===== src/rtl/ex_pkg.sv =====
// Shared constants and types for the MIPS execute stage: ALU opcodes,
// forwarding selects, the multiply/divide FSM states and the EX/MEM record.
package ex_pkg;

  localparam int MD_CYCLES_DEF = 32;

  localparam logic [3:0] ALU_ADD   = 4'h0;
  localparam logic [3:0] ALU_SUB   = 4'h1;
  localparam logic [3:0] ALU_AND   = 4'h2;
  localparam logic [3:0] ALU_OR    = 4'h3;
  localparam logic [3:0] ALU_XOR   = 4'h4;
  localparam logic [3:0] ALU_NOR   = 4'h5;
  localparam logic [3:0] ALU_SLT   = 4'h6;
  localparam logic [3:0] ALU_SLTU  = 4'h7;
  localparam logic [3:0] ALU_SLL   = 4'h8;
  localparam logic [3:0] ALU_SRL   = 4'h9;
  localparam logic [3:0] ALU_SRA   = 4'hA;
  localparam logic [3:0] ALU_LUI   = 4'hB;
  localparam logic [3:0] ALU_MULTU = 4'hC;
  localparam logic [3:0] ALU_DIVU  = 4'hD;
  localparam logic [3:0] ALU_MFHI  = 4'hE;
  localparam logic [3:0] ALU_MFLO  = 4'hF;

  localparam logic [1:0] FWD_RF  = 2'b00;
  localparam logic [1:0] FWD_WB  = 2'b01;
  localparam logic [1:0] FWD_MEM = 2'b10;

  typedef enum logic [1:0] {
    IDLE = 2'd0,
    BUSY = 2'd1,
    DONE = 2'd2
  } md_state_e;

  typedef struct packed {
    logic        reg_write;
    logic        mem_to_reg;
    logic        mem_write;
    logic        branch;
    logic        zero;
    logic [31:0] alu_out;
    logic [31:0] write_data;
    logic [31:0] pc_branch;
    logic [4:0]  write_reg;
  } exmem_t;

  // Code 2'b11 is unused by the hazard unit and falls back to the register file.
  function automatic logic [31:0] fwd(input logic [1:0] sel, input logic [31:0] rf,
                                      input logic [31:0] wb, input logic [31:0] mem);
    case (sel)
      FWD_RF:  return rf;
      FWD_WB:  return wb;
      FWD_MEM: return mem;
      default: return rf;
    endcase
  endfunction

endpackage


===== src/rtl/ex_stage_if.sv =====
// ID/EX-side inputs and EX/MEM-side outputs of the execute stage, plus
// debug visibility of the multiply/divide FSM and HI/LO.
interface ex_stage_if;
  import ex_pkg::*;

  logic        RegWriteE, MemtoRegE, MemWriteE, BranchE;
  logic        ALUSrcE, RegDstE, ShamtConE, ZeroExtendE;
  logic [3:0]  ALUControlE;
  logic [31:0] RD1E, RD2E, imme, PCPlus4E, ResultW;
  logic [4:0]  RtE, RdE, SaE;
  logic [1:0]  ForwardAE, ForwardBE;

  // StallE is the only flow control: while high the upstream stages hold their
  // instruction, and EX/MEM receives a bubble (control zero, data held).
  logic        StallE;
  logic        RegWriteM, MemtoRegM, MemWriteM, BranchM, ZeroM;
  logic [31:0] ALUOutM, WriteDataM, PCBranchM;
  logic [4:0]  WriteRegM;

  md_state_e   dbg_md_state;
  logic [31:0] dbg_hi, dbg_lo;

  modport slave (
    input  RegWriteE, MemtoRegE, MemWriteE, BranchE, ALUSrcE, RegDstE, ShamtConE,
           ZeroExtendE, ALUControlE, RD1E, RD2E, imme, PCPlus4E, ResultW, RtE, RdE,
           SaE, ForwardAE, ForwardBE,
    output StallE, RegWriteM, MemtoRegM, MemWriteM, BranchM, ZeroM, ALUOutM,
           WriteDataM, PCBranchM, WriteRegM, dbg_md_state, dbg_hi, dbg_lo
  );

  modport master (
    output RegWriteE, MemtoRegE, MemWriteE, BranchE, ALUSrcE, RegDstE, ShamtConE,
           ZeroExtendE, ALUControlE, RD1E, RD2E, imme, PCPlus4E, ResultW, RtE, RdE,
           SaE, ForwardAE, ForwardBE,
    input  StallE, RegWriteM, MemtoRegM, MemWriteM, BranchM, ZeroM, ALUOutM,
           WriteDataM, PCBranchM, WriteRegM, dbg_md_state, dbg_hi, dbg_lo
  );
endinterface


===== src/rtl/md_unit.sv =====
// Iterative unsigned multiply (shift-add) / divide (restoring), one bit per
// cycle, with the HI/LO architectural registers.
module md_unit
  import ex_pkg::*;
#(
  parameter int MD_CYCLES = MD_CYCLES_DEF
) (
  input  logic        CLK,
  input  logic        RESET,
  input  logic        start,
  input  logic        is_div,
  input  logic [31:0] a,
  input  logic [31:0] b,
  output logic        busy,
  output logic        done_pulse,
  output logic [31:0] hi,
  output logic [31:0] lo,
  output md_state_e   state
);

  localparam int CW = (MD_CYCLES > 1) ? $clog2(MD_CYCLES) : 1;
  localparam logic [CW-1:0] LAST = CW'(MD_CYCLES - 1);

  md_state_e   state_q, state_d;
  logic [CW-1:0] count_q, count_d;
  logic [63:0] acc_q, acc_d, step;
  logic [31:0] op_q, op_d, hi_q, hi_d, lo_q, lo_d;
  logic        div_q, div_d;
  logic [32:0] sum, shifted;
  logic [31:0] diff;
  logic        ge;

  // acc holds {partial product, multiplier} for MULTU, {remainder, quotient} for DIVU.
  always_comb begin
    sum     = {1'b0, acc_q[63:32]} + (acc_q[0] ? {1'b0, op_q} : 33'd0);
    shifted = acc_q[63:31];
    diff    = shifted[31:0] - op_q;
    ge      = (shifted >= {1'b0, op_q});
    if (div_q) begin
      step = ge ? {diff, acc_q[30:0], 1'b1} : {shifted[31:0], acc_q[30:0], 1'b0};
    end else begin
      step = {sum, acc_q[31:1]};
    end
  end

  always_comb begin
    state_d = state_q;
    count_d = count_q;
    acc_d   = acc_q;
    op_d    = op_q;
    div_d   = div_q;
    hi_d    = hi_q;
    lo_d    = lo_q;
    case (state_q)
      IDLE: begin
        if (start) begin
          acc_d   = {32'd0, (is_div ? a : b)};
          op_d    = is_div ? b : a;
          div_d   = is_div;
          count_d = '0;
          state_d = BUSY;
        end
      end
      BUSY: begin
        acc_d   = step;
        count_d = count_q + CW'(1);
        if (count_q == LAST) begin
          hi_d    = step[63:32];
          lo_d    = step[31:0];
          state_d = DONE;
        end
      end
      DONE:    state_d = IDLE;
      default: state_d = IDLE;
    endcase
  end

  always_ff @(posedge CLK) begin
    if (RESET) begin
      state_q <= IDLE;
      count_q <= '0;
      acc_q   <= '0;
      op_q    <= '0;
      div_q   <= 1'b0;
      hi_q    <= '0;
      lo_q    <= '0;
    end else begin
      state_q <= state_d;
      count_q <= count_d;
      acc_q   <= acc_d;
      op_q    <= op_d;
      div_q   <= div_d;
      hi_q    <= hi_d;
      lo_q    <= lo_d;
    end
  end

  assign busy       = (state_q == BUSY);
  assign done_pulse = (state_q == DONE);
  assign hi         = hi_q;
  assign lo         = lo_q;
  assign state      = state_q;

endmodule


===== src/rtl/ex_stage.sv =====
// MIPS execute stage: forwarding muxes, ALU, branch target, destination
// select, multiply/divide stall glue and the EX/MEM pipeline register.
module ex_stage
  import ex_pkg::*;
#(
  parameter int MD_CYCLES = MD_CYCLES_DEF
) (
  input logic       CLK,
  input logic       RESET,
  ex_stage_if.slave bus
);

  exmem_t      exmem_q, exmem_d;
  logic [31:0] src_a, fwd_b, src_b, imm_ext, alu_res;
  logic [31:0] md_hi, md_lo;
  logic [4:0]  shamt;
  logic        md_op, md_busy, md_done, stall;
  md_state_e   md_state;

  always_comb begin
    src_a   = fwd(bus.ForwardAE, bus.RD1E, bus.ResultW, exmem_q.alu_out);
    fwd_b   = fwd(bus.ForwardBE, bus.RD2E, bus.ResultW, exmem_q.alu_out);
    imm_ext = bus.ZeroExtendE ? {16'd0, bus.imme[15:0]} : bus.imme;
    src_b   = bus.ALUSrcE ? imm_ext : fwd_b;
    shamt   = bus.ShamtConE ? bus.SaE : src_a[4:0];
  end

  always_comb begin
    alu_res = 32'd0;
    case (bus.ALUControlE)
      ALU_ADD:  alu_res = src_a + src_b;
      ALU_SUB:  alu_res = src_a - src_b;
      ALU_AND:  alu_res = src_a & src_b;
      ALU_OR:   alu_res = src_a | src_b;
      ALU_XOR:  alu_res = src_a ^ src_b;
      ALU_NOR:  alu_res = ~(src_a | src_b);
      ALU_SLT:  alu_res = ($signed(src_a) < $signed(src_b)) ? 32'd1 : 32'd0;
      ALU_SLTU: alu_res = (src_a < src_b) ? 32'd1 : 32'd0;
      ALU_SLL:  alu_res = src_b << shamt;
      ALU_SRL:  alu_res = src_b >> shamt;
      ALU_SRA:  alu_res = $signed(src_b) >>> shamt;
      ALU_LUI:  alu_res = {src_b[15:0], 16'd0};
      ALU_MFHI: alu_res = md_hi;
      ALU_MFLO: alu_res = md_lo;
      default:  alu_res = 32'd0;
    endcase
  end

  assign md_op = (bus.ALUControlE == ALU_MULTU) || (bus.ALUControlE == ALU_DIVU);

  md_unit #(.MD_CYCLES(MD_CYCLES)) u_md (
    .CLK        (CLK),
    .RESET      (RESET),
    .start      (md_op),
    .is_div     (bus.ALUControlE == ALU_DIVU),
    .a          (src_a),
    .b          (fwd_b),
    .busy       (md_busy),
    .done_pulse (md_done),
    .hi         (md_hi),
    .lo         (md_lo),
    .state      (md_state)
  );

  // In DONE the held MD instruction is still in EX but must be let through.
  assign stall = md_busy | (md_op & ~md_done);

  always_comb begin
    exmem_d = exmem_q;
    if (stall) begin
      exmem_d.reg_write  = 1'b0;
      exmem_d.mem_to_reg = 1'b0;
      exmem_d.mem_write  = 1'b0;
      exmem_d.branch     = 1'b0;
    end else begin
      exmem_d.reg_write  = bus.RegWriteE;
      exmem_d.mem_to_reg = bus.MemtoRegE;
      exmem_d.mem_write  = bus.MemWriteE;
      exmem_d.branch     = bus.BranchE;
      exmem_d.zero       = (alu_res == 32'd0);
      exmem_d.alu_out    = alu_res;
      exmem_d.write_data = fwd_b;
      exmem_d.pc_branch  = bus.PCPlus4E + {bus.imme[29:0], 2'b00};
      exmem_d.write_reg  = bus.RegDstE ? bus.RdE : bus.RtE;
    end
  end

  always_ff @(posedge CLK) begin
    if (RESET) exmem_q <= '0;
    else       exmem_q <= exmem_d;
  end

  assign bus.StallE       = stall;
  assign bus.RegWriteM    = exmem_q.reg_write;
  assign bus.MemtoRegM    = exmem_q.mem_to_reg;
  assign bus.MemWriteM    = exmem_q.mem_write;
  assign bus.BranchM      = exmem_q.branch;
  assign bus.ZeroM        = exmem_q.zero;
  assign bus.ALUOutM      = exmem_q.alu_out;
  assign bus.WriteDataM   = exmem_q.write_data;
  assign bus.PCBranchM    = exmem_q.pc_branch;
  assign bus.WriteRegM    = exmem_q.write_reg;
  assign bus.dbg_md_state = md_state;
  assign bus.dbg_hi       = md_hi;
  assign bus.dbg_lo       = md_lo;

endmodule


===== src/flat_wrapper.sv =====
// flat-port wrapper written by rule: the top's interface ports become plain ports
module ex_stage_flat import ex_pkg::*;
#(
  parameter int MD_CYCLES = MD_CYCLES_DEF
)
  (CLK, RESET, bus_RegWriteE, bus_MemtoRegE, bus_MemWriteE, bus_BranchE, bus_ALUSrcE, bus_RegDstE, bus_ShamtConE, bus_ZeroExtendE, bus_ALUControlE, bus_RD1E, bus_RD2E, bus_imme, bus_PCPlus4E, bus_ResultW, bus_RtE, bus_RdE, bus_SaE, bus_ForwardAE, bus_ForwardBE, bus_StallE, bus_RegWriteM, bus_MemtoRegM, bus_MemWriteM, bus_BranchM, bus_ZeroM, bus_ALUOutM, bus_WriteDataM, bus_PCBranchM, bus_WriteRegM, bus_dbg_md_state, bus_dbg_hi, bus_dbg_lo);
  ex_stage_if bus_i ();
  input logic CLK;
  input logic RESET;
  input wire logic [$bits(bus_i.RegWriteE)-1:0] bus_RegWriteE;
  input wire logic [$bits(bus_i.MemtoRegE)-1:0] bus_MemtoRegE;
  input wire logic [$bits(bus_i.MemWriteE)-1:0] bus_MemWriteE;
  input wire logic [$bits(bus_i.BranchE)-1:0] bus_BranchE;
  input wire logic [$bits(bus_i.ALUSrcE)-1:0] bus_ALUSrcE;
  input wire logic [$bits(bus_i.RegDstE)-1:0] bus_RegDstE;
  input wire logic [$bits(bus_i.ShamtConE)-1:0] bus_ShamtConE;
  input wire logic [$bits(bus_i.ZeroExtendE)-1:0] bus_ZeroExtendE;
  input wire logic [$bits(bus_i.ALUControlE)-1:0] bus_ALUControlE;
  input wire logic [$bits(bus_i.RD1E)-1:0] bus_RD1E;
  input wire logic [$bits(bus_i.RD2E)-1:0] bus_RD2E;
  input wire logic [$bits(bus_i.imme)-1:0] bus_imme;
  input wire logic [$bits(bus_i.PCPlus4E)-1:0] bus_PCPlus4E;
  input wire logic [$bits(bus_i.ResultW)-1:0] bus_ResultW;
  input wire logic [$bits(bus_i.RtE)-1:0] bus_RtE;
  input wire logic [$bits(bus_i.RdE)-1:0] bus_RdE;
  input wire logic [$bits(bus_i.SaE)-1:0] bus_SaE;
  input wire logic [$bits(bus_i.ForwardAE)-1:0] bus_ForwardAE;
  input wire logic [$bits(bus_i.ForwardBE)-1:0] bus_ForwardBE;
  output wire logic [$bits(bus_i.StallE)-1:0] bus_StallE;
  output wire logic [$bits(bus_i.RegWriteM)-1:0] bus_RegWriteM;
  output wire logic [$bits(bus_i.MemtoRegM)-1:0] bus_MemtoRegM;
  output wire logic [$bits(bus_i.MemWriteM)-1:0] bus_MemWriteM;
  output wire logic [$bits(bus_i.BranchM)-1:0] bus_BranchM;
  output wire logic [$bits(bus_i.ZeroM)-1:0] bus_ZeroM;
  output wire logic [$bits(bus_i.ALUOutM)-1:0] bus_ALUOutM;
  output wire logic [$bits(bus_i.WriteDataM)-1:0] bus_WriteDataM;
  output wire logic [$bits(bus_i.PCBranchM)-1:0] bus_PCBranchM;
  output wire logic [$bits(bus_i.WriteRegM)-1:0] bus_WriteRegM;
  output wire logic [$bits(bus_i.dbg_md_state)-1:0] bus_dbg_md_state;
  output wire logic [$bits(bus_i.dbg_hi)-1:0] bus_dbg_hi;
  output wire logic [$bits(bus_i.dbg_lo)-1:0] bus_dbg_lo;
  assign bus_i.RegWriteE = bus_RegWriteE;
  assign bus_i.MemtoRegE = bus_MemtoRegE;
  assign bus_i.MemWriteE = bus_MemWriteE;
  assign bus_i.BranchE = bus_BranchE;
  assign bus_i.ALUSrcE = bus_ALUSrcE;
  assign bus_i.RegDstE = bus_RegDstE;
  assign bus_i.ShamtConE = bus_ShamtConE;
  assign bus_i.ZeroExtendE = bus_ZeroExtendE;
  assign bus_i.ALUControlE = bus_ALUControlE;
  assign bus_i.RD1E = bus_RD1E;
  assign bus_i.RD2E = bus_RD2E;
  assign bus_i.imme = bus_imme;
  assign bus_i.PCPlus4E = bus_PCPlus4E;
  assign bus_i.ResultW = bus_ResultW;
  assign bus_i.RtE = bus_RtE;
  assign bus_i.RdE = bus_RdE;
  assign bus_i.SaE = bus_SaE;
  assign bus_i.ForwardAE = bus_ForwardAE;
  assign bus_i.ForwardBE = bus_ForwardBE;
  assign bus_StallE = bus_i.StallE;
  assign bus_RegWriteM = bus_i.RegWriteM;
  assign bus_MemtoRegM = bus_i.MemtoRegM;
  assign bus_MemWriteM = bus_i.MemWriteM;
  assign bus_BranchM = bus_i.BranchM;
  assign bus_ZeroM = bus_i.ZeroM;
  assign bus_ALUOutM = bus_i.ALUOutM;
  assign bus_WriteDataM = bus_i.WriteDataM;
  assign bus_PCBranchM = bus_i.PCBranchM;
  assign bus_WriteRegM = bus_i.WriteRegM;
  assign bus_dbg_md_state = bus_i.dbg_md_state;
  assign bus_dbg_hi = bus_i.dbg_hi;
  assign bus_dbg_lo = bus_i.dbg_lo;
  ex_stage #(.MD_CYCLES(MD_CYCLES)) u_core (.CLK(CLK), .RESET(RESET), .bus(bus_i));
endmodule

===== config.mk =====
export PLATFORM = sky130hd
export DESIGN_NAME = ex_stage_flat
export DESIGN_NICKNAME = d
export VERILOG_FILES = /design/src/rtl/ex_pkg.sv /design/src/rtl/ex_stage_if.sv /design/src/rtl/md_unit.sv /design/src/rtl/ex_stage.sv /design/src/flat_wrapper.sv
export SDC_FILE = /design/constraint.sdc
export NUM_CORES = 1
export LEC_CHECK = 0
export CORE_ASPECT_RATIO = 1.25
export CORE_MARGIN = 3
export CORE_UTILIZATION = 30
export CTS_CLUSTER_DIAMETER = 100
export CTS_CLUSTER_SIZE = 28
export DETAILED_ROUTE_END_ITERATION = 16
export PLACE_DENSITY_LB_ADDON = 0.12
export SETUP_SLACK_MARGIN = 0.3
export SLEW_MARGIN = 20
export SYNTH_ARGS = -nofsm -noshare
export SYNTH_HDL_FRONTEND = slang
export SYNTH_SLANG_ARGS = --single-unit

===== constraint.sdc =====
create_clock -name CLK -period 5.07 [get_ports CLK]
set_input_delay 0.507 -clock CLK [delete_from_list [all_inputs] [get_ports CLK]]
set_output_delay 0.507 -clock CLK [all_outputs]
set_load 0.02 [all_outputs]

==> run metrics, run 1 <==
status finished, final reports clean; CP Max Fanout 9; Min-Delay Path Class in2reg; routed wire length 200 mm; clk_skew 0.0267 ns; Post-Syn Area 28,200 um^2; Post-route DRC 0; CP endpoint kind flip-flop; sequential area share after synthesis 0.195; mean area per synthesized cell 7.23 um^2; post-route cell area 42,100 um^2; Filler cells 9,593; pwr/cell area 272 nW/um^2; Worst-Skew Late Latency 0.61 ns; commonest non-fill, non-tap cells in the layout buf_4 (908), nor2_1 (487), nand2_1 (394); share of cells above drive strength 1 0.259; Synth Instances 3,899; DP Worst Slack -1.60 ns; Max transition margin 0.158; Final Critical Period 4.73 ns; CP required 5.63 ns; final setup fails 0; Post-DP Area 39,800 um^2; Die ar. 97,700 um^2; most common cell after layout, fill and taps aside buf_4; CTS buffer count 23; RePlAce Congestion 1.08; Min Hold Slack 0.396 ns; synth unique cells 104; crit share post-route 0.933; fin nets 5,383; WP buf/inv 10; Seq cells post-synth 274; critical path endpoint u_core.bus.ZeroM$_SDFFE_PP0N_; P&R area growth vs syn 49.3%; critical path cell sequence clkdlybuf4s15_1, inv_2, ha_4, buf_8, buf_4, or2_1, buf_4, o221ai_4, buf_12, buf_4, buf_4, mux2i_4, a22oi_1, buf_4, a31oi_1, o32ai_1, a211oi_2, buf_4, nand4_1, nor2_1, nand4_1, nor3_2, a32o_2; Ports 366; CP top delay family buffers and inverters; TritonCTS clock tree done; Warnings, synthesis 0; first-pass GRT wire length 274 mm; peak supply drop 0.228 mV; synth top area cells dfxtp_1 (19%), ha_1 (9.0%), nor2_1 (6.6%), mux2i_1 (6.3%), a21oi_1 (5.8%); Reg2Reg Capture Point u_core.bus.ZeroM$_SDFFE_PP0N_; Worst path depth 23; area leader, netlist dfxtp_1; core area 93,100 um^2; area share of the largest cell type after synthesis 0.195; cts hold-fix bufs 0; reg-to-reg setup timing slack 0.36 ns; Vias 36,257; Worst Hold Launch RESET; Die Width 280 um; largest net degree at the start of global routing 109; FF-to-FF path depth 20; fmax 211 MHz; setup ws final 0.340 ns; clock tree sinks 274; worst-margin pin slew 1.24 ns; aggregate global routing overflow 0; max-cap viol count 0; RR Startpoint u_core.bus.ALUOutM[0]$_SDFFE_PP0N_; Die H 349 um; crit path kind in2reg; EDFF count, synth 0; initial antenna violation count 14; ys async rst share 0; Fin Setup TNS 0 ns; # rows 125; Pre-antenna DRT Iters 6; Initial Util 0.303; CTS H-tree lvls 1; Top FF cell, synth dfxtp_1; IO buf count 365; clock root cell clkbuf_16; cell repeated most along the worst path buf_4; Clock Tree Buf Depth 3; Fin. Hold Viols 0; RSZ-0062 raised after global routing yes; total track usage 0.394; Worst setup SP type input pin; HPWL Detailed 166 mm; CP Launch Point bus_ForwardAE[0]; clock-pin slew on the worst setup and hold paths 0.10 ns; CP max stage cell mux2i_4; initial drt markers 4,033; CP max stage delay 0.40 ns; Final Core Density 0.452; vias per inst 5.84; WP data arrival 5.29 ns; P_leak 17.8 nW; Post-DRT Antenna Nets 0; routed length per instance 32.2 um; Slew Limit Fails 0; Post-Syn Nets 4,299; vias in the first global route 34,677
kinds of logic (layout without fill, tap and decap cells):
| family | count (synthesis) | count (layout) | share of synthesized area |
|---|---|---|---|
| compound gates | 1321 | 1321 | 0.327 |
| xor+xnor | 77 | 77 | 0.0239 |
| fa+ha+maj | 207 | 207 | 0.0933 |
| buf+inv | 459 | 1558 | 0.0694 |
| flops | 274 | 274 | 0.195 |
| mux | 196 | 196 | 0.0714 |
| other cells | 0 | 7 | 0 |
| simple gates | 1365 | 1365 | 0.220 |
state kept, by name, indices dropped and copies added, names as in the netlist:
name                   count
u_core.u_md.count_q        5
u_core.bus.MemWriteM       1
u_core.bus.BranchM         1
u_core.bus.PCBranchM      32
u_core.bus.RegWriteM       1
u_core.bus.MemtoRegM       1
u_core.bus.WriteDataM     32
u_core.u_md.div_q          1
u_core.u_md.state          2
u_core.u_md.op_q          32
u_core.bus.WriteRegM       5
u_core.bus.ALUOutM        32
u_core.u_md.acc_q         64
u_core.u_md.lo            32
u_core.bus.ZeroM           1
u_core.u_md.hi            32
cell type report:
cell class,count,area [um^2],area share
multi-input cells,3166,21900,0.522
well taps,1206,1510,0.0359
flip-flops and latches,274,5490,0.131
diodes,7,17.5,0.000416
clock buffers,26,597,0.0142
repair buffers,1339,11600,0.275
inverters,179,684,0.0163
clock inverters,14,234,0.00556
worst min path at each step:
stage / cells past startpoint / slack, ns / to
global placement: 2 / 0.44 / u_core.bus.WriteDataM[23]$_SDFFE_PP0N_
CTS: 2 / 0.37 / u_core.u_md.acc_q[22]$_SDFFE_PP0P_
floorplan: 2 / 0.45 / u_core.u_md.count_q[3]$_SDFFE_PP0P_
global route: 2 / 0.42 / u_core.u_md.acc_q[51]$_SDFFE_PP0P_
detailed placement: 2 / 0.44 / u_core.bus.WriteDataM[27]$_SDFFE_PP0N_
finish: 2 / 0.40 / u_core.u_md.acc_q[25]$_SDFFE_PP0P_
synth_stat cells, types with 26 or more instances:
library cell and count:
a22oi_1 97, nand3_1 76, clkbuf_1 204, a211oi_1 176, o21ai_0 210, nor2_1 497, o211ai_1 42, xnor2_1 63
nor3_1 97, o21bai_1 29, a221oi_1 60, inv_1 173, ha_1 202, a21o_1 45, nor2b_1 32, nand2b_1 57
dfxtp_1 274, nand3b_1 26, and2_1 47, a21oi_1 326, nand2_1 399, mux2i_1 177, o22ai_1 26, a22o_1 33
a31oi_1 30
metal layers:
metal / vias to the layer above / track usage / wire length (um)
met3: 408 / 0.0545 / 13100
met2: 1667 / 0.601 / 85800
met1: 17685 / 0.512 / 84400
li1: 16487 / - / -
met4: 10 / 0.270 / 16900
met5: - / 0 / 69
power breakdown:
part           switching [mW]  internal (mW)
Sequential              0.141           2.29
Combinational            3.96           2.92
Clock                    1.17          0.946
Total                    5.27           6.15
stage by stage:
step	cells	power, mW
global route	6207	11.8
finish	6211	11.4
detailed placement	6131	8.79
global placement	6131	8.84
floorplan	3899	5.18
CTS	6194	11.2
what timing repair did:
item,in CTS,in global routing
setup buffers,22,10
resized for setup,157,89
pin swaps,46,40
cloned,1,0
hold endpoints to repair,0,0
setup endpoints to repair,23,8
(Power assumes the default switching activity.)
==> run 2, diff against run 1 <==
--- a/config.mk
+++ b/config.mk
@@ -8,6 +8,7 @@
 export CORE_ASPECT_RATIO = 1.25
 export CORE_MARGIN = 3
 export CORE_UTILIZATION = 30
+export CTS_BUF_LIST = sky130_fd_sc_hd__clkbuf_8
 export CTS_CLUSTER_DIAMETER = 100
 export CTS_CLUSTER_SIZE = 28
 export DETAILED_ROUTE_END_ITERATION = 16
==> run metrics, run 2 (synthesis results as in run 1) <==
core area 93,100 um^2 (unchanged); Initial Util 0.303 (unchanged); cell repeated most along the worst path buf_4; RePlAce Congestion 1.08 (unchanged); Die ar. 97,700 um^2 (unchanged); cts hold-fix bufs 0 (unchanged); fmax 211 MHz (-0.13%); status finished, final reports clean; largest reg by FF count u_core.u_md.acc_q; P&R area growth vs syn 48.2%; clock-pin slew on the worst setup and hold paths 0.16 ns (+0.06 ns); most common cell after layout, fill and taps aside buf_4; fin cells 6,216 (+0.081%); FF-to-FF path depth 21 (+5.0%); setup ws final 0.333 ns (-0.00635 ns); first-pass GRT wire length 274 mm (about the same); clock tree sinks 274 (unchanged); post-route cell area 41,800 um^2 (-0.71%); vias in the first global route 34,675 (-0.0058%); commonest non-fill, non-tap cells in the layout buf_4 (915), nor2_1 (486), nand2_1 (394); reg-to-reg setup timing slack 0.38 ns (+0.02 ns); total track usage 0.393 (about the same); WHS Path Cells 2 (unchanged); Fin Setup TNS 0 ns (unchanged); Post-route DRC 0 (unchanged); Worst path depth 23 (unchanged); RSZ-0062 raised after global routing yes; WP buf/inv 10 (unchanged); Pre-antenna DRT Iters 8 (+2); largest net degree at the start of global routing 109 (unchanged); worst-margin pin slew 1.24 ns (+0.00146 ns); Worst Hold End u_core.u_md.acc_q[25]$_SDFFE_PP0P_; Min-Delay Path Class in2reg; pwr/cell area 262 nW/um^2 (-3.5%); routed length per instance 32.2 um (about the same); final setup fails 0 (unchanged); WP data arrival 5.40 ns (+0.11 ns); Post-DP Area 39,800 um^2 (unchanged); DP Worst Slack -1.60 ns (unchanged); fin nets 5,384 (+0.019%); initial antenna violation count 18 (+4); max FFs per register 64 (unchanged); Final Critical Period 4.74 ns (+0.00635 ns); peak supply drop 0.197 mV (-14%); Clock Tree Buf Depth 3 (unchanged); P_leak 17.7 nW (-0.63%); CP top delay family buffers and inverters; RR Startpoint u_core.bus.ALUOutM[0]$_SDFFE_PP0N_; max-cap viol count 0 (unchanged); crit share post-route 0.934 (+0.00125); CP required 5.73 ns (+0.10 ns); CP Launch Point bus_ForwardAE[1]; Worst-Skew Late Latency 0.71 ns (+0.10 ns); critical path cell sequence clkdlybuf4s15_1, buf_4, ha_4, buf_8, buf_4, or2_4, buf_4, o221ai_4, buf_12, buf_4, buf_4, mux2i_4, a22oi_1, buf_4, a31oi_1, o32ai_1, a211oi_2, buf_4, nand4_1, nor2_1, nand4_1, nor3_2, a32o_2; Die Width 280 um (unchanged); CP endpoint kind flip-flop; Tot Pwr 10.9 mW (-4.2%); Fin. Hold Viols 0 (unchanged); vias per inst 5.83 (about the same); clock root cell clkbuf_8; aggregate global routing overflow 0 (unchanged); Ports 366 (unchanged); CTS H-tree lvls 1 (unchanged); Max transition margin 0.157 (-0.000989); CP Max Fanout 9 (unchanged); IO buf count 365 (unchanged); # rows 125 (unchanged); share of cells above drive strength 1 0.257 (-0.00145); clk_skew 0.0457 ns (+0.0190 ns); initial drt markers 3,720 (-7.8%); routed wire length 200 mm (about the same); Slew Limit Fails 0 (unchanged); CP max stage cell a211oi_2; crit path kind in2reg; CTS buffer count 23 (unchanged); HPWL Detailed 166 mm (unchanged); Die H 349 um (unchanged); Worst Hold Launch RESET; Vias 36,260 (+0.0083%); CP max stage delay 0.43 ns (+0.03 ns); Worst setup SP type input pin; TritonCTS clock tree done; Filler cells 9,626 (+0.34%); Inst Count DP 6,131 (unchanged); Post-DRT Antenna Nets 0 (unchanged); Reg2Reg Capture Point u_core.bus.ZeroM$_SDFFE_PP0N_
## run 2: worst max path at each step
stage,to,slack [ns]
after floorplan,u_core.bus.ZeroM$_SDFFE_PP0N_,0.24
after detailed placement,u_core.bus.ZeroM$_SDFFE_PP0N_,-1.60
after global routing,u_core.bus.ZeroM$_SDFFE_PP0N_,0.22
after global placement,u_core.bus.ZeroM$_SDFFE_PP0N_,-1.48
after CTS,u_core.bus.ZeroM$_SDFFE_PP0N_,0.30
final,u_core.bus.ZeroM$_SDFFE_PP0N_,0.33
## run 2: report_power, final
part,switching (mW),internal [mW]
sequential,0.140,2.29
clock,1.11,0.543
combinational,3.95,2.92
## run 2: layout make-up
class	count	area [um^2]	area share
antenna	11	27.5	0.000659
clock buffer	24	330	0.00791
clock inverter	16	241	0.00578
inverter	179	684	0.0164
multi-input combinational	3166	21900	0.525
sequential	274	5490	0.132
tap	1206	1510	0.0361
timing repair buffer	1340	11600	0.277
## run 2: through the flow
stage | util | hold slack (ns)
floorplan | - | 0.448
global placement | 0.428 | 0.440
detailed placement | 0.428 | 0.443
CTS | 0.444 | 0.247
global route | 0.449 | 0.298
finish | 0.449 | 0.287
## run 2: timing repair
item / CTS / global route
setup endpoints to repair: 21 / 9
pin swaps: 42 / 36
cloned: 2 / 0
buffers inserted: 21 / 11
resized for setup: 149 / 76
## run 2: per-layer routing
layer / global-route usage / up-vias / wire, um
met4: 0.274 / 10 / 16800
met5: 0 / - / 57
li1: - / 16493 / -
met1: 0.509 / 17672 / 84000
met3: 0.0603 / 399 / 13500
met2: 0.598 / 1686 / 85900
